$ cat config.mk
export PLATFORM = sky130hd
export DESIGN_NAME = event_change_collector
export DESIGN_NICKNAME = d
export VERILOG_FILES = /design/src/rtl/event_change_collector.sv
export SDC_FILE = /design/constraint.sdc
export NUM_CORES = 1
export LEC_CHECK = 0
export ABC_AREA = 1
export CAP_MARGIN = 30
export CORE_UTILIZATION = 49
export DETAILED_ROUTE_END_ITERATION = 10
export PLACE_DENSITY = 0.78
export SLEW_MARGIN = 30
export SYNTH_ARGS = -nofsm -noshare
export SYNTH_HDL_FRONTEND = slang
export SYNTH_SLANG_ARGS = --single-unit
export TNS_END_PERCENT = 20
$ cat constraint.sdc
create_clock -name clk -period 1.9 [get_ports clk]
set_input_delay 0.285 -clock clk [delete_from_list [all_inputs] [get_ports clk]]
set_output_delay 0.285 -clock clk [all_outputs]
set_load 0.02 [all_outputs]
$ cat src/rtl/event_change_collector.sv
// event_change_collector
// Samples four buses every clock, flags which of them changed since the
// previous sample and queues a {mask, (a&b)|(c&d)} record in a small FIFO
// drained through a valid/ready handshake. Overflowing records are counted
// in a saturating drop counter.
module event_change_collector #(
  parameter int W     = 1,
  parameter int DEPTH = 4,
  parameter int CNT_W = 8
) (
  input  logic                     clk,
  input  logic                     rst,
  input  logic [W-1:0]             a,
  input  logic [W-1:0]             b,
  input  logic [W-1:0]             c,
  input  logic [W-1:0]             d,
  output logic                     evt_valid,
  input  logic                     evt_ready,
  output logic [3:0]               evt_mask,
  output logic [W-1:0]             evt_out,
  output logic [$clog2(DEPTH):0]   evt_level,
  output logic [CNT_W-1:0]         drop_cnt,
  input  logic                     clr_drop
);

  localparam int AW = $clog2(DEPTH);
  localparam int LW = AW + 1;
  localparam int RW = 4 + W;
  localparam logic [LW-1:0]    FULL_LVL = LW'(DEPTH);
  localparam logic [CNT_W-1:0] CNT_MAX  = {CNT_W{1'b1}};

  // Sampled history of the monitored buses
  logic [W-1:0]     prev_a_q, prev_b_q, prev_c_q, prev_d_q;
  logic             primed_q;

  // FIFO storage and bookkeeping
  logic [RW-1:0]    mem_q [DEPTH];
  logic [AW-1:0]    wr_ptr_q, wr_ptr_d;
  logic [AW-1:0]    rd_ptr_q, rd_ptr_d;
  logic [LW-1:0]    level_q, level_d;
  logic [CNT_W-1:0] drop_q, drop_d;

  // Per-cycle decode
  logic [3:0]       mask_s;
  logic [W-1:0]     out_s;
  logic             pop_s;
  logic             full_s;
  logic             push_req_s;
  logic             push_ok_s;
  logic             drop_s;

  // Change detection, record value and FIFO push/pop/drop decisions
  always_comb begin
    mask_s     = {(d != prev_d_q), (c != prev_c_q), (b != prev_b_q), (a != prev_a_q)};
    out_s      = (a & b) | (c & d);
    pop_s      = (level_q != {LW{1'b0}}) && evt_ready;
    full_s     = (level_q == FULL_LVL);
    // The first sample after reset only establishes history.
    push_req_s = primed_q && (mask_s != 4'b0000);
    // A pop at the same edge frees the slot the push needs.
    push_ok_s  = push_req_s && (!full_s || pop_s);
    drop_s     = push_req_s && full_s && !pop_s;
  end

  // Next-state for pointers, occupancy and drop counter
  always_comb begin
    wr_ptr_d = wr_ptr_q;
    rd_ptr_d = rd_ptr_q;
    level_d  = level_q;
    drop_d   = drop_q;

    if (push_ok_s) begin
      wr_ptr_d = wr_ptr_q + AW'(1);
    end else begin
      wr_ptr_d = wr_ptr_q;
    end

    if (pop_s) begin
      rd_ptr_d = rd_ptr_q + AW'(1);
    end else begin
      rd_ptr_d = rd_ptr_q;
    end

    case ({push_ok_s, pop_s})
      2'b10:   level_d = level_q + LW'(1);
      2'b01:   level_d = level_q - LW'(1);
      default: level_d = level_q;
    endcase

    // Clearing takes precedence over a coincident drop.
    if (clr_drop) begin
      drop_d = {CNT_W{1'b0}};
    end else if (drop_s && (drop_q != CNT_MAX)) begin
      drop_d = drop_q + CNT_W'(1);
    end else begin
      drop_d = drop_q;
    end
  end

  // Control state registers with synchronous reset
  always_ff @(posedge clk) begin
    if (rst) begin
      prev_a_q <= {W{1'b0}};
      prev_b_q <= {W{1'b0}};
      prev_c_q <= {W{1'b0}};
      prev_d_q <= {W{1'b0}};
      primed_q <= 1'b0;
      wr_ptr_q <= {AW{1'b0}};
      rd_ptr_q <= {AW{1'b0}};
      level_q  <= {LW{1'b0}};
      drop_q   <= {CNT_W{1'b0}};
    end else begin
      prev_a_q <= a;
      prev_b_q <= b;
      prev_c_q <= c;
      prev_d_q <= d;
      primed_q <= 1'b1;
      wr_ptr_q <= wr_ptr_d;
      rd_ptr_q <= rd_ptr_d;
      level_q  <= level_d;
      drop_q   <= drop_d;
    end
  end

  // Record storage; contents are only observed while the slot is occupied
  always_ff @(posedge clk) begin
    if (!rst && push_ok_s) begin
      mem_q[wr_ptr_q] <= {mask_s, out_s};
    end
  end

  // Head-of-queue view, forced to zero while the FIFO is empty
  always_comb begin
    evt_valid = (level_q != {LW{1'b0}});
    if (evt_valid) begin
      evt_mask = mem_q[rd_ptr_q][RW-1:W];
      evt_out  = mem_q[rd_ptr_q][W-1:0];
    end else begin
      evt_mask = 4'b0000;
      evt_out  = {W{1'b0}};
    end
    evt_level = level_q;
    drop_cnt  = drop_q;
  end

endmodule

==> impl_metrics.ini, run 1 <==
[synth]
synth-adder-area-share = 0.04747
synth_top_family_by_area = simple AND/OR/NAND/NOR gates
ys_ff_latch = 42
synthesis.nets = 257
synthMuxAreaShare = 0
syn_area_um2 = 2003
yosys_warnings = 0
syn_inst = 242
ys_types = 21
yosys.area_share.simple = 0.2617
synth_xor_area_frac = 0.01749
synth-seq-area-share = 0.5197
syn_area_per_cell_um2 = 8.278
synth_compound_area_frac = 0.08557

[cells_and_area]
antenna_cells = 0
fin_area_um2 = 2654
syn_to_final_growth_pct = 32.48
post_route_cells_drive_above_1_share = 0.2392
layout.nets = 316

[clock_network]
clock_sinks = 42
cts_tree = done
cts_max_path_buffers = 2
cts-buffers-inserted = 5
cts_max_level = 2
insertion_delay_ns = 0.29
cts-root-buf = clkbuf_8
clkTransAtPathRegs_ns = 0.07
cts_hold_buf = 0

[sta]
maxSlewViolCount = 0
finalCritPeriodShare = 0.9624
tightest_slew_ns = 0.3097
final-setup-viol-count = 0
finalHoldViolCount = 0
slew-limit-headroom = 0.7935
finalClockSkew_ns = 0.008493
hold_ws_ns = 0.4783
min_period_ns = 1.829
rsz0062_at_grt = true
clock.fmax_mhz = 546.9

[global_routing]
grt_pass1_wl_um = 6106
grt_overflow = 0
grt_use_total = 0.1876
antenna_found_initial = 0
grt_max_degree = 13
grt_pass1_vias = 1481

[route]
antenna_left = 0
drt-total-wl_um = 3716
drtIter0Drc = 36
wl_per_cell_um = 10.65
dr_total_vias = 1681
vias_per_cell = 4.817
route.detailed.drc = 0
dr.pass1.iters = 4

[critical_path]
worstSetupStartpointType = flop
worstPathRequired_ns = 2.08
crit_fanout = 3
arrival_ns = 2.00
reg2reg_slack_ns = 0.07
slowest_stage = fa_2
startpoint = prev_c_q$_SDFF_PP0_
critical_path_class = flop to flop
worstSetupEndpointType = flop
cp_cell_sequence = inv_2 -> nand2_1 -> nand2_1 -> nand2_2 -> nor2_4 -> nor2_4 -> nand2_4 -> ha_4 -> inv_2 -> fa_2 -> a21oi_2 -> o21ai_2 -> o21ai_1 -> a21oi_1
rr_startpoint = prev_c_q$_SDFF_PP0_
slowest_delay_ns = 0.37

[power_and_ir_drop]
power_leakage_nw = 1.141
power_density_nw_per_um2 = 1018
peakVddDrop_v = 0.0007131

[floorplan]
fp-row-count = 22
ios = 25
die_h_um = 65.94
start_util = 0.5273
coreArea_um2 = 3799
die_area_um2 = 4348
die_w_um = 65.94

[min_path]
hold_start = rd_ptr_q[0]$_SDFFE_PP0P_
hold_class = flop to flop

[run_status]
outcome = completed

[place]
dp_hpwl_um = 2868
place.gp.congestion = 0.7491
io_buffers = 24
place_area_um2 = 2515

[flow_run]
drv_cap = 0
[cells in the final DEF, fill, tap and decap left out]
cell type        instances
nor2_2                   4
xor2_1                   4
ha_1                     5
clkdlybuf4s50_1         13
edfxtp_1                20
o21ai_1                  1
bufinv_16                1
o21ai_2                  1
nand2_4                  1
o21ai_0                 13
a21oi_2                  1
dlymetal6s2s_1           1
buf_4                   29
inv_1                   23
nand3b_1                 1
nand3_4                  1
ha_4                     1
nand2_2                  4
clkinv_1                 1
inv_2                   12
dlygate4sd2_1           10
a21oi_1                 17
nand3_2                  1
fa_2                     1
nor2_1                  42
nor2_4                   4
o22ai_1                  1
dfxtp_1                 16
dfxtp_2                  6
clkbuf_8                 5
nand3_1                  9
nand2_1                 52
[flip-flops by register name, indices dropped and copies added (netlist names), named ones only]
signal,flops
prev_b_q,1
rd_ptr_q,2
prev_c_q,1
primed_q,1
prev_a_q,1
wr_ptr_q,2
evt_level,3
drop_cnt,8
mem_q,20
prev_d_q,1
[logic make-up after synthesis]
family                   after synthesis
AO/OA/AOI/OAI                         34
buffers and inverters                 36
AND/OR/NAND/NOR                      119
XOR/XNOR                               4
adder cells (fa/ha/maj)                7
flip-flops                            42
[synth_stat cells, drive strengths merged]
| master | instances | area share |
|---|---|---|
| nand2 | 57 | 0.11 |
| nor2 | 50 | 0.11 |
| inv | 35 | 0.066 |
| dfxtp | 22 | 0.22 |
| edfxtp | 20 | 0.30 |
| a21oi | 18 | 0.045 |
| o21ai | 15 | 0.037 |
| nand3 | 11 | 0.036 |
| ha | 6 | 0.037 |
| xor2 | 4 | 0.017 |
| buf | 1 | 0.0025 |
| fa | 1 | 0.010 |
| nand3b | 1 | 0.0037 |
| o22ai | 1 | 0.0031 |
[final cells by class]
cell class              count  area (um^2)
well taps                  48        60.06
inverters                  35        131.4
clock inverters             2        33.78
multi-input cells         164        863.3
flip-flops and latches     42         1049
repair buffers             53        447.9
fillers                   293         1145
clock buffers               5        68.82
[timing repair]
item / in CTS / in global routing
resized for setup: 16 / 15
setup endpoints to repair: 8 / 2
buffers inserted: 0 / 1
endpoints found under the hold margin: 0 / 0
pin swaps: 3 / 7
[where the power goes]
| part | total (mW) | internal (mW) | switching (mW) | leakage, nW |
|---|---|---|---|---|
| Combinational | 0.959 | 0.414 | 0.545 | 0.725 |
| Clock | 0.648 | 0.379 | 0.269 | 0.0517 |
| Sequential | 1.10 | 1.03 | 0.0611 | 0.364 |
[path summary, 6_finish.rpt]
path | endpoint | cells past startpoint
setup / recovery | evt_level[2]$_SDFFE_PP0P_ | 14
setup reg to reg | evt_level[2]$_SDFFE_PP0P_ | 14
hold / removal | rd_ptr_q[0]$_SDFFE_PP0P_ | 1
hold reg to reg | rd_ptr_q[0]$_SDFFE_PP0P_ | 1
[metal layers]
layer,GRT usage,routed length [um]
met4,0.05851,25
met3,0.04138,160
met5,0,0
met2,0.3520,1989
met1,0.2073,1542
[worst max-delay path: cells and delay by family (launching register included)]
family / cells / cell delay (ns)
AND/OR/NAND/NOR: 6 / 0.41
buffers and inverters: 2 / 0.09
AO/OA/AOI/OAI: 4 / 0.40
adder cells (fa/ha/maj): 2 / 0.49
flip-flops: 1 / 0.33
[metrics by stage]
step	TNS [ns]	total power, mW	utilization	std cells	setup WS, ns
2_1_floorplan	0	1.626	-	242	0.007637
3_3_place_gp	-4.540	2.063	0.6621	341	-0.4938
3_5_place_dp	-4.996	2.084	0.6621	341	-0.5438
4_1_cts	0	2.682	0.6868	348	0.01149
5_1_grt	-0.09075	2.859	0.6986	349	-0.08068
6_report	0	2.703	0.6986	349	0.07145
Note: power is estimated with default switching activity, not from simulation.
==> run 2: changes to the inputs <==
--- a/config.mk
+++ b/config.mk
@@ -10,7 +10,6 @@
 export CORE_UTILIZATION = 49
 export DETAILED_ROUTE_END_ITERATION = 10
 export PLACE_DENSITY = 0.78
-export SLEW_MARGIN = 30
 export SYNTH_ARGS = -nofsm -noshare
 export SYNTH_HDL_FRONTEND = slang
 export SYNTH_SLANG_ARGS = --single-unit
==> results of run 2 <==
Final layout, timing and power as in run 1 (identical DEF).
==> RTL edit 1 (config.mk and constraints of run 2) <==
Set the parameter `DEPTH` to 8 (it was 4).
--- a/src/rtl/event_change_collector.sv
+++ b/src/rtl/event_change_collector.sv
@@ -6,5 +6,5 @@
 module event_change_collector #(
   parameter int W     = 1,
-  parameter int DEPTH = 4,
+  parameter int DEPTH = 8,
   parameter int CNT_W = 8
 ) (
Ports: changed (resized evt_level); port bits go from 25 to 26. The function was not compared with the original's and may differ.
==> RTL edit 1 against run 2 <==
  * Cell count is 26% higher
  * Power grew 84%
  * Routed wire length is 62% higher
  * Synthesized area increased by 46%
  * Via count increased by 36%
  * Hold slack worse by 0.18 ns
  * Fmax is 0.98% lower
  * Core utilization shrank 0.94 points
  * Critical endpoint is now evt_out
  * First-iteration DRC count grew to 2.8 times the old value
  * Clock power grew 93%
  * Setup slack worse by 0.018 ns
  * Clock skew fell by 0.0026 ns
  * Sequential cell count up 24
  * Cell area up 46%
==> RTL edit 1: results (changes against run 2) <==
\begin{tabular}{lr}
\hline
Metric & Value \\
\hline
\multicolumn{2}{l}{\textbf{Status}} \\
Outcome & complete, no violations \\
\multicolumn{2}{l}{\textbf{Min path}} \\
Class of the tightest hold or removal check & input port to flip-flop \\
Hold EP & prev\_a\_q \\
\multicolumn{2}{l}{\textbf{Global routing}} \\
Met2 track utilization from global routing & 37.3\% (+2.1 points) \\
Global-route wire length before repair & 9.80 mm (+61\%) \\
Global routing usage on met3 & 6.09\% (+2.0 points) \\
Pin count of the biggest net entering global routing & 21 (+8) \\
Number of global-route vias before repair & 2204 (+49\%) \\
Aggregate global-route resource usage & 21.1\% (+2.4 points) \\
Global-route track usage on met1 & 23.1\% (+2.4 points) \\
\multicolumn{2}{l}{\textbf{Logic synthesis}} \\
Main flop type after synthesis & sky130\_fd\_sc\_hd\_\_edfxtp\_1 \\
Net count after synthesis & 310 (+21\%) \\
Post-synthesis sequential area ratio & 59.0\% (+7.1 points) \\
Top post-synthesis cells by count & sky130\_fd\_sc\_hd\_\_nor2\_1, sky130\_fd\_sc\_hd\_\_nand2\_1, sky130\_fd\_sc\_hd\_\_edfxtp\_1 \\
\multicolumn{2}{l}{\textbf{Setup path}} \\
End of the critical path & evt\_out \\
R2r endpoint & evt\_level[3] \\
Max FO, Critical Path & 5 (+2) \\
Setup CP Type & flip-flop to output port \\
Slowest cell on crit path & sky130\_fd\_sc\_hd\_\_dfxtp\_4 \\
\multicolumn{2}{l}{\textbf{Routing}} \\
Met3 routed wirelength & 306 µm (+91\%) \\
Metal2 WL & 3.04 mm (+53\%) \\
Total number of vias & 2281 (+36\%) \\
Wire length per cell after detailed routing & 13.7 µm (+29\%) \\
Iter 0 DRT Violations & 100 (+180\%) \\
\multicolumn{2}{l}{\textbf{Clock network}} \\
\# H-tree levels & 3 (+1) \\
Clock latency at the later pin of the worst-skew pair & 0.34 ns (+0.05 ns) \\
\multicolumn{2}{l}{\textbf{Power and ir drop}} \\
Largest voltage drop on the vdd net & 0.922 mV (+29\%) \\
Part of the total power dissipated in combinational logic & 39.2\% (+3.7 points) \\
Internal power & 3.27 mW (+79\%) \\
Leakage power figure & 1.53 nW (+34\%) \\
Clock network power consumption & 1.25 mW (+93\%) \\
\multicolumn{2}{l}{\textbf{Cells and area}} \\
Final net count & 376 (+19\%) \\
Fraction of final layout cells with drive strength greater than 1 & 30.8\% (+6.9 points) \\
\multicolumn{2}{l}{\textbf{STA}} \\
Final worst clock skew & 0.00584 ns (-0.00265 ns) \\
\hline
\end{tabular}
## RTL edit 1: cell types whose count changed in the layout (fill, tap and decap cells not counted), moves of 5 or more
cell                            delta
sky130_fd_sc_hd__nor2_1           +17
sky130_fd_sc_hd__o32ai_2           +7
sky130_fd_sc_hd__o21ai_1           +7
sky130_fd_sc_hd__nand2_1          -12
sky130_fd_sc_hd__inv_1             -8
sky130_fd_sc_hd__nor3_1            +5
sky130_fd_sc_hd__buf_4             +8
sky130_fd_sc_hd__dlygate4sd2_1    -10
sky130_fd_sc_hd__edfxtp_1         +20
## RTL edit 1: layout make-up
class | instances | area share, %
timing repair buffer | 63 | 14.3
tap | 72 | 2.33
inverter | 26 | 2.69
sequential | 66 | 45.0
clock buffer | 10 | 3.30
multi-input combinational | 196 | 30.3
clock inverter | 6 | 2.10
## RTL edit 1: worst max-delay path, delay by kind of cell, from the launching register on
family / cells / cell delay (ns)
AO/OA/AOI/OAI: 2 / 0.35
buffers and inverters: 3 / 0.37
AND/OR/NAND/NOR: 2 / 0.14
flip-flops: 1 / 0.36
## RTL edit 1: metrics by stage
stage | cells | hold slack, ns | power, mW | worst slack, ns | cell area [µm²]
after floorplan | 296 | 0.402 | 2.86 | 0.00457 | 2950
after global placement | 420 | 0.446 | 3.55 | -0.366 | 3530
after detailed placement | 420 | 0.454 | 3.59 | -0.418 | 3530
after CTS | 436 | 0.456 | 4.85 | -0.00327 | 3770
after global routing | 439 | 0.303 | 5.24 | -0.0772 | 3860
final | 439 | 0.300 | 4.97 | 0.0534 | 3860
## RTL edit 1: cell families after synthesis
family | count (synthesis) | synth area share (%)
and+or+nand+nor | 135 | 21.6
DFF | 66 | 59.0
buffers and inverters | 34 | 4.63
xor gates and xnor gates | 5 | 1.50
adders and majority gates | 6 | 2.83
AOI/OAI and AO/OA | 50 | 10.4
==> RTL edit 2 (settings of run 2) <==
Made on the original files. Make the reset (`rst`) asynchronous in one clocked block. Comments in the files are not updated.
--- a/src/rtl/event_change_collector.sv
+++ b/src/rtl/event_change_collector.sv
@@ -99,5 +99,5 @@
 
   // Control state registers with synchronous reset
-  always_ff @(posedge clk) begin
+  always_ff @(posedge clk or posedge rst) begin
     if (rst) begin
       prev_a_q <= {W{1'b0}};
Formal check against the unedited RTL: differs if rst is asserted again (counterexample within 4 cycles, from zero or initial values and one cycle with rst high); with rst held inactive, the same outputs for 10 cycles.
==> RTL edit 2 against run 2 <==
  * Non-clock buffer count shrank 7
  * Power grew 19%
  * Routed wire length shrank 1.1%
  * Synthesized area shrank 0.87%
  * Sequential cell count shrank 2
  * Cell area shrank 2.6%
  * Setup slack gained 0.0098 ns
  * Combinational power grew 42%
  * Largest cell class unchanged
==> RTL edit 2: results (changes against run 2) <==
\begin{tabular}{lr}
\hline
Metric & Value \\
\hline
\multicolumn{2}{l}{\textbf{Global routing}} \\
Pin count of the biggest net entering global routing & 21 (+8) \\
Global routing usage on met3 & 5.03\% (+0.90 points) \\
Aggregate global-route resource usage & 20.2\% (+1.4 points) \\
\multicolumn{2}{l}{\textbf{Cells and area}} \\
Non-Clock Buffer Area Fraction & 16.8\% (-0.075 points) \\
Area of the multi-input gates & 766 µm² (-11\%) \\
Layout buffer count excluding clock buffers & 46 (-13\%) \\
Clock-cell share of area & 4.46\% (+0.59 points) \\
\multicolumn{2}{l}{\textbf{Logic synthesis}} \\
Synth top area cells & sky130\_fd\_sc\_hd\_\_edfxtp\_1, sky130\_fd\_sc\_hd\_\_dfrtp\_1, sky130\_fd\_sc\_hd\_\_nand2\_1 \\
Mean area per synthesized cell & 9.50 µm² (+15\%) \\
Proportion of synthesized flip-flops having asynchronous set or reset & 50.0\% (+50 points) \\
Top post-synthesis cells by count & sky130\_fd\_sc\_hd\_\_nand2\_1, sky130\_fd\_sc\_hd\_\_nor2\_1, sky130\_fd\_sc\_hd\_\_inv\_1 \\
\multicolumn{2}{l}{\textbf{Power and ir drop}} \\
Leakage power figure & 1.24 nW (+8.3\%) \\
Net Sw Power & 1.19 mW (+36\%) \\
Largest voltage drop on the vdd net & 0.986 mV (+38\%) \\
\multicolumn{2}{l}{\textbf{Routing}} \\
Post-route met1 wirelength & 1.63 mm (+5.6\%) \\
Via-to-Cell Ratio & 4.86 (+0.83\%) \\
Metal2 WL & 1.85 mm (-6.9\%) \\
Met3 routed wirelength & 148 µm (-7.5\%) \\
\multicolumn{2}{l}{\textbf{Setup path}} \\
Slowest cell on crit path & sky130\_fd\_sc\_hd\_\_clkdlybuf4s50\_1 \\
Worst path max stage delay & 0.55 ns (+0.18 ns) \\
Max FO, Critical Path & 4 (+1) \\
CP top delay family & buffers and inverters \\
\multicolumn{2}{l}{\textbf{STA}} \\
Hold WS & 0.169 ns (-0.310 ns) \\
Minimum clock period after layout & 1.82 ns (-0.00977 ns) \\
\multicolumn{2}{l}{\textbf{Placement}} \\
Placed wire-length estimate after detailed placement & 2.53 mm (-12\%) \\
Worst Setup Slack post-DPL & -0.207 ns (+0.337 ns) \\
\multicolumn{2}{l}{\textbf{Status}} \\
Outcome & complete, no violations \\
\multicolumn{2}{l}{\textbf{Clock network}} \\
Clock sink count & 40 (-4.8\%) \\
Gates resized, CTS repair & 8 (-8) \\
\hline
\end{tabular}
-- RTL edit 2: kinds of logic (layout without fill, tap and decap cells) --
| kind of cell | after synthesis | after routing | synth area share [%] |
|---|---|---|---|
| AOI/OAI and AO/OA | 19 | 19 | 5.04 |
| and+or+nand+nor | 104 | 104 | 25.8 |
| buffers and inverters | 32 | 82 | 6.24 |
| xor gates and xnor gates | 7 | 7 | 3.09 |
| other | 1 | 1 | 0.189 |
| adders and majority gates | 6 | 6 | 4.16 |
| DFF | 40 | 40 | 55.5 |
-- RTL edit 2: path summary, 6_finish.rpt --
kind / to / cells after the start / start
min: prev_b_q / 1 / b
min reg2reg: evt_level[2] / 2 / evt_level[2]
max: evt_valid / 3 / evt_level[0]
max in group asynchronous: evt_level[0] / 3 / rst
max reg2reg: mem_q[1][4] / 11 / prev_b_q
min in group asynchronous: wr_ptr_q[0] / 3 / rst
